$ cat src/rtl/irq_ctrl.sv
// irq_ctrl: memory-mapped interrupt controller, NSRC level/edge sources -> one core irq line.
// Latency: bus ack 1 cycle after mem_valid; source change to int_req 3 cycles (5 with IRQ_CTRL_SYNC_EN).
// Backpressure: none; one registered ack per request, back-to-back requests acked every second cycle.
//
// Ports:
//   clk, rst_n            clock, synchronous active-low reset
//   mem_valid/mem_ready   bus request / one-cycle acknowledge
//   mem_addr[4:2]         register select; mem_wdata, mem_wstrb (0 = read); mem_rdata valid with mem_ready
//   irq_src[NSRC-1:0]     interrupt source lines
//   int_req               combined, registered interrupt request to the core
// Build option: define IRQ_CTRL_SYNC_EN to put a 2-flop synchronizer on irq_src for async pins.
//
// Register map (byte offset):
//   0x00 RAW RO, 0x04 PEND W1C, 0x08 ENABLE RW, 0x0C MODE RW (1=edge),
//   0x10 ID RO {any, .., lowest index[4:0]}, 0x14 SWSET WO, 0x18/0x1C read 0.
module irq_ctrl #(
    parameter int NSRC = 8
) (
    input  logic            clk,
    input  logic            rst_n,
    input  logic            mem_valid,
    output logic            mem_ready,
    input  logic [31:0]     mem_addr,
    input  logic [31:0]     mem_wdata,
    input  logic [3:0]      mem_wstrb,
    output logic [31:0]     mem_rdata,
    input  logic [NSRC-1:0] irq_src,
    output logic            int_req
);

    logic [NSRC-1:0] s;
    logic [NSRC-1:0] s_d;
    logic [NSRC-1:0] pend;
    logic [NSRC-1:0] enable;
    logic [NSRC-1:0] mode;

    // A new request is accepted only when no ack is outstanding, so a held
    // mem_valid never produces two acks in a row.
    logic ack;
    logic wr_en;
    assign ack   = mem_valid && !mem_ready;
    assign wr_en = ack && (mem_wstrb != 4'b0000);

    logic [31:0] bmask;
    assign bmask = {{8{mem_wstrb[3]}}, {8{mem_wstrb[2]}}, {8{mem_wstrb[1]}}, {8{mem_wstrb[0]}}};

    logic [NSRC-1:0] wbits;
    logic [NSRC-1:0] wmask;
    assign wbits = mem_wdata[NSRC-1:0] & bmask[NSRC-1:0];
    assign wmask = bmask[NSRC-1:0];

    logic sel_pend, sel_enable, sel_mode, sel_swset;
    assign sel_pend   = wr_en && (mem_addr[4:2] == 3'd1);
    assign sel_enable = wr_en && (mem_addr[4:2] == 3'd2);
    assign sel_mode   = wr_en && (mem_addr[4:2] == 3'd3);
    assign sel_swset  = wr_en && (mem_addr[4:2] == 3'd5);

    // Edge mode uses s_d, which is tracked regardless of MODE, so switching a
    // source that is already high into edge mode does not raise an event.
    logic [NSRC-1:0] set_v;
    logic [NSRC-1:0] clr_v;
    assign set_v = ((mode & s & ~s_d) | (~mode & s)) | (sel_swset ? wbits : '0);
    assign clr_v = sel_pend ? wbits : '0;

    logic [NSRC-1:0] pe;
    assign pe = pend & enable;

    logic [4:0] low_idx;
    always_comb begin
        low_idx = 5'd0;
        for (int i = NSRC - 1; i >= 0; i--) begin
            if (pe[i]) low_idx = 5'(i);
        end
    end

    logic [31:0] rd_val;
    always_comb begin
        rd_val = 32'd0;
        case (mem_addr[4:2])
            3'd0: rd_val = 32'(s);
            3'd1: rd_val = 32'(pend);
            3'd2: rd_val = 32'(enable);
            3'd3: rd_val = 32'(mode);
            3'd4: rd_val = (|pe) ? {1'b1, 26'd0, low_idx} : 32'd0;
            default: rd_val = 32'd0;
        endcase
    end

`ifdef IRQ_CTRL_SYNC_EN
    logic [NSRC-1:0] sync1;
    logic [NSRC-1:0] sync2;
    always_ff @(posedge clk) begin
        if (!rst_n) begin
            sync1 <= '0;
            sync2 <= '0;
            s     <= '0;
        end else begin
            sync1 <= irq_src;
            sync2 <= sync1;
            s     <= sync2;
        end
    end
`else
    always_ff @(posedge clk) begin
        if (!rst_n) s <= '0;
        else        s <= irq_src;
    end
`endif

    always_ff @(posedge clk) begin
        if (!rst_n) begin
            s_d       <= '0;
            pend      <= '0;
            enable    <= '0;
            mode      <= '0;
            int_req   <= 1'b0;
            mem_ready <= 1'b0;
            mem_rdata <= 32'd0;
        end else begin
            s_d       <= s;
            // Set wins: a new event in the clearing cycle keeps the bit pending.
            pend      <= (pend & ~clr_v) | set_v;
            if (sel_enable) enable <= (enable & ~wmask) | wbits;
            if (sel_mode)   mode   <= (mode & ~wmask) | wbits;
            int_req   <= |pe;
            mem_ready <= ack;
            mem_rdata <= ack ? rd_val : 32'd0;
        end
    end

    logic unused_ok;
    assign unused_ok = ^{mem_addr, mem_wdata, bmask};

endmodule
$ cat config.mk
export PLATFORM = sky130hd
export DESIGN_NAME = irq_ctrl
export DESIGN_NICKNAME = d
export VERILOG_FILES = /design/src/rtl/irq_ctrl.sv
export SDC_FILE = /design/constraint.sdc
export NUM_CORES = 1
export LEC_CHECK = 0
export CAP_MARGIN = 20
export CORE_MARGIN = 1
export CORE_UTILIZATION = 37
export DETAILED_ROUTE_END_ITERATION = 12
export PLACE_DENSITY = 0.73
export SYNTH_ARGS = -nofsm -noshare
export SYNTH_HDL_FRONTEND = slang
export SYNTH_SLANG_ARGS = --single-unit
$ cat constraint.sdc
create_clock -name clk -period 1.61 [get_ports clk]
set_input_delay 0.322 -clock clk [delete_from_list [all_inputs] [get_ports clk]]
set_output_delay 0.322 -clock clk [all_outputs]
set_load 0.05 [all_outputs]
==> results.json <==
{
  "run_status": "finished clean",
  "report.final.setup_viol": 0,
  "antenna_found_initial": 0,
  "final.setup.tns_ps": 0,
  "antennaDiodeCount": 0,
  "dp_slack_ps": -283.8,
  "synth_top_area_cell": "sky130_fd_sc_hd__dfxtp_1",
  "place.port_buffers": 33,
  "seq_area_frac_synth": 0.4413,
  "hold_class": "in -> reg",
  "ctsHtreeMaxLevel": 2,
  "post-layout-total-power_mw": 2.451,
  "internal-power_mw": 1.763,
  "fp.dieW_um": 81.08,
  "final-max-slew-violation-count": 0,
  "clkLatencyLatePin_ps": 300,
  "syn_to_final_growth_pct": 22.01,
  "postCtsSetupRepairBufs": 0,
  "layout-drive-gt1-share": 0.1985,
  "clock_skew_ps": 5.568,
  "grt_usage": 0.1531,
  "post_synth_instance_area_um2": 2313,
  "vias_per_cell": 4.744,
  "cts-root-buf": "sky130_fd_sc_hd__clkbuf_8",
  "cp_cell_sequence": "clkdlybuf4s50_1, or3b_4, a21oi_2, or3b_1, o21ai_2",
  "min_period_over_period": 0.9825,
  "global_route.overflow_total": 0,
  "detailroute.via_count": 1646,
  "min_to": "mem_rdata[31]",
  "seq_power_share": 0.544,
  "drtAntennaViolNets": 0,
  "grt_pass1_vias": 1623,
  "fp.dieH_um": 81.08,
  "cts_bufs_inserted": 5,
  "swShare": 0.2810,
  "grt_setup_unrepaired": "no",
  "reg2regPathDepth": 6,
  "rows": 28,
  "fmax_ghz": 0.6322,
  "ctsLongestPathBuffers": 2,
  "tritoncts": "done",
  "final-instance-count-excl-fill": 347,
  "worst_r2r_startpoint": "mem_ready",
  "synth.top_cells.by_count": "sky130_fd_sc_hd__dfxtp_1, sky130_fd_sc_hd__buf_4, sky130_fd_sc_hd__nand2_1, sky130_fd_sc_hd__mux2i_1, sky130_fd_sc_hd__nor2b_1",
  "syn_inst": 223,
  "worst_setup_path_start_kind": "input port",
  "routedWlPerCell_um": 13.25,
  "hpwlAfterDp_mm": 3.367,
  "crit_path_end_kind": "flop",
  "dp_cells": 339,
  "yosysMostFrequentCell": "sky130_fd_sc_hd__dfxtp_1",
  "ys_warn_count": 0,
  "cell_area_after_placement_um2": 2728,
  "firstDrtPassIters": 4,
  "area_taken_by_multi_input_logic_gates_um2": 1142,
  "critical_path_arrival_ps": 1820,
  "grt_pass1_wl_mm": 7.521,
  "dr.first_iter.drc_count": 88,
  "number_of_maximum_capacitance_constraint_violations": 0,
  "routabilityCongestion": 0.8471,
  "netSwitchingPower_mw": 0.6889,
  "io_pins": 113,
  "p_comb_frac": 0.154,
  "netlist-cell-type-count": 33,
  "cts.clk_slew.worst_paths_ps": 90,
  "synth_area_leaders": "sky130_fd_sc_hd__dfxtp_1, sky130_fd_sc_hd__mux2i_1, sky130_fd_sc_hd__buf_4",
  "design.core.area_um2": 5991,
  "initial_utilization": 0.3862,
  "leakagePower_nw": 1.217,
  "rrSetupSlack_ps": 230,
  "timing.final.crit_period_ps": 1582,
  "seq_area_um2": 1022,
  "crit_slowest_cell": "sky130_fd_sc_hd__clkdlybuf4s50_1",
  "cp_slowest_stage_delay_ps": 500,
  "postSynth.asyncResetShare": 0,
  "hold_viol": 0,
  "holdBufCountCts": 0,
  "num-fill-cells": 588,
  "clock_sink_count": 51,
  "timing_worst_setup_path_type": "in -> reg",
  "layout.nets": 350,
  "syn-mean-instance-area_um2": 10.37,
  "timing.hold.worst.start": "mem_addr[2]",
  "postSynth.topFlopCell": "sky130_fd_sc_hd__dfxtp_1",
  "fp.dieArea_um2": 6573,
  "postRouteWirelength_mm": 4.597,
  "synth_edf_count": 0,
  "grt_max_degree": 42,
  "setup_slack_ps": 28.14,
  "power_density_over_the_cells_nw_per_um2": 868.5,
  "finalInstanceArea_um2": 2823,
  "detail_route.drc_violations": 0,
  "ys_ff_latch": 51,
  "max-vdd-ir-drop_mv": 0.4387,
  "cp_max_fo": 2,
  "worst-endpoint-required_ps": 1850,
  "cts-resized-gates": 0,
  "worst_hold_path.num_cells": 3,
  "synth.top_cell.area_share": 0.4413,
  "clock_power_frac": 0.302
}
==> worst max path at each step <==
stage                            from           end  slack [ps]
after CTS                 mem_addr[2]  mem_rdata[1]          30
after floorplan             mem_ready          flop         120
after global placement    mem_addr[2]  mem_rdata[1]        -280
final                     mem_addr[4]  mem_rdata[0]          30
after detailed placement  mem_addr[2]  mem_rdata[1]        -280
after global routing      mem_addr[4]  mem_rdata[0]           5
==> cell usage in the layout (no fill, tap or decap), types with 2 or more instances in the layout <==
cell type,instances
sky130_fd_sc_hd__dfxtp_1,50
sky130_fd_sc_hd__buf_4,30
sky130_fd_sc_hd__nand2_1,25
sky130_fd_sc_hd__mux2i_1,24
sky130_fd_sc_hd__conb_1,23
sky130_fd_sc_hd__clkdlybuf4s50_1,21
sky130_fd_sc_hd__nor2b_1,18
sky130_fd_sc_hd__and2_1,16
sky130_fd_sc_hd__nand3_1,10
sky130_fd_sc_hd__a21boi_1,8
sky130_fd_sc_hd__mux4_2,8
sky130_fd_sc_hd__and3_1,5
sky130_fd_sc_hd__clkbuf_8,5
sky130_fd_sc_hd__and3b_1,2
sky130_fd_sc_hd__a22oi_1,2
sky130_fd_sc_hd__a32o_1,2
sky130_fd_sc_hd__clkinvlp_4,2
==> metrics by stage <==
stage,util,hold WS (ps)
2_1_floorplan,-,436.3
3_3_place_gp,0.4553,457.3
3_5_place_dp,0.4553,464.4
4_1_cts,0.4708,474.6
5_1_grt,0.4712,471.7
6_report,0.4712,436.5
==> area by class of cell <==
cell class                 count  share of cell area
timing repair buffer          53              0.1658
inverter                       1            0.001330
clock inverter                 3            0.008422
tap                           75             0.03324
clock buffer                   5             0.02438
sequential                    51              0.3621
multi-input combinational    159              0.4047
==> per-layer routing <==
metal / GRT usage / vias to the layer above / wire (um)
met5: 0 / - / 0
met4: 0.07143 / 0 / 80
met3: 0.03146 / 7 / 214
met2: 0.2487 / 54 / 2159
met1: 0.1938 / 762 / 2142
li1: - / 823 / -
==> cell families after synthesis <==
| kind of cell | share of synthesized area |
|---|---|
| multiplexers | 0.1817 |
| other | 0.001621 |
| AND/OR/NAND/NOR | 0.2039 |
| flip-flops | 0.4413 |
| buffers and inverters | 0.1006 |
| AO/OA/AOI/OAI | 0.07085 |
==> power by group through the flow <==
stage | registers [mW] | logic [mW] | clock network (mW)
2_1_floorplan | 1.37 | 0.284 | 0
3_3_place_gp | 1.36 | 0.374 | 0
3_5_place_dp | 1.36 | 0.380 | 0
4_1_cts | 1.33 | 0.381 | 0.767
5_1_grt | 1.34 | 0.407 | 0.816
6_report | 1.33 | 0.378 | 0.740
==> worst max-delay path, delay by kind of cell <==
kind,cells,cell delay [ps]
and+or+nand+nor,2,770
AOI/OAI and AO/OA,2,240
buffers and inverters,1,500
No activity file was read; power rests on OpenSTA's default activity.
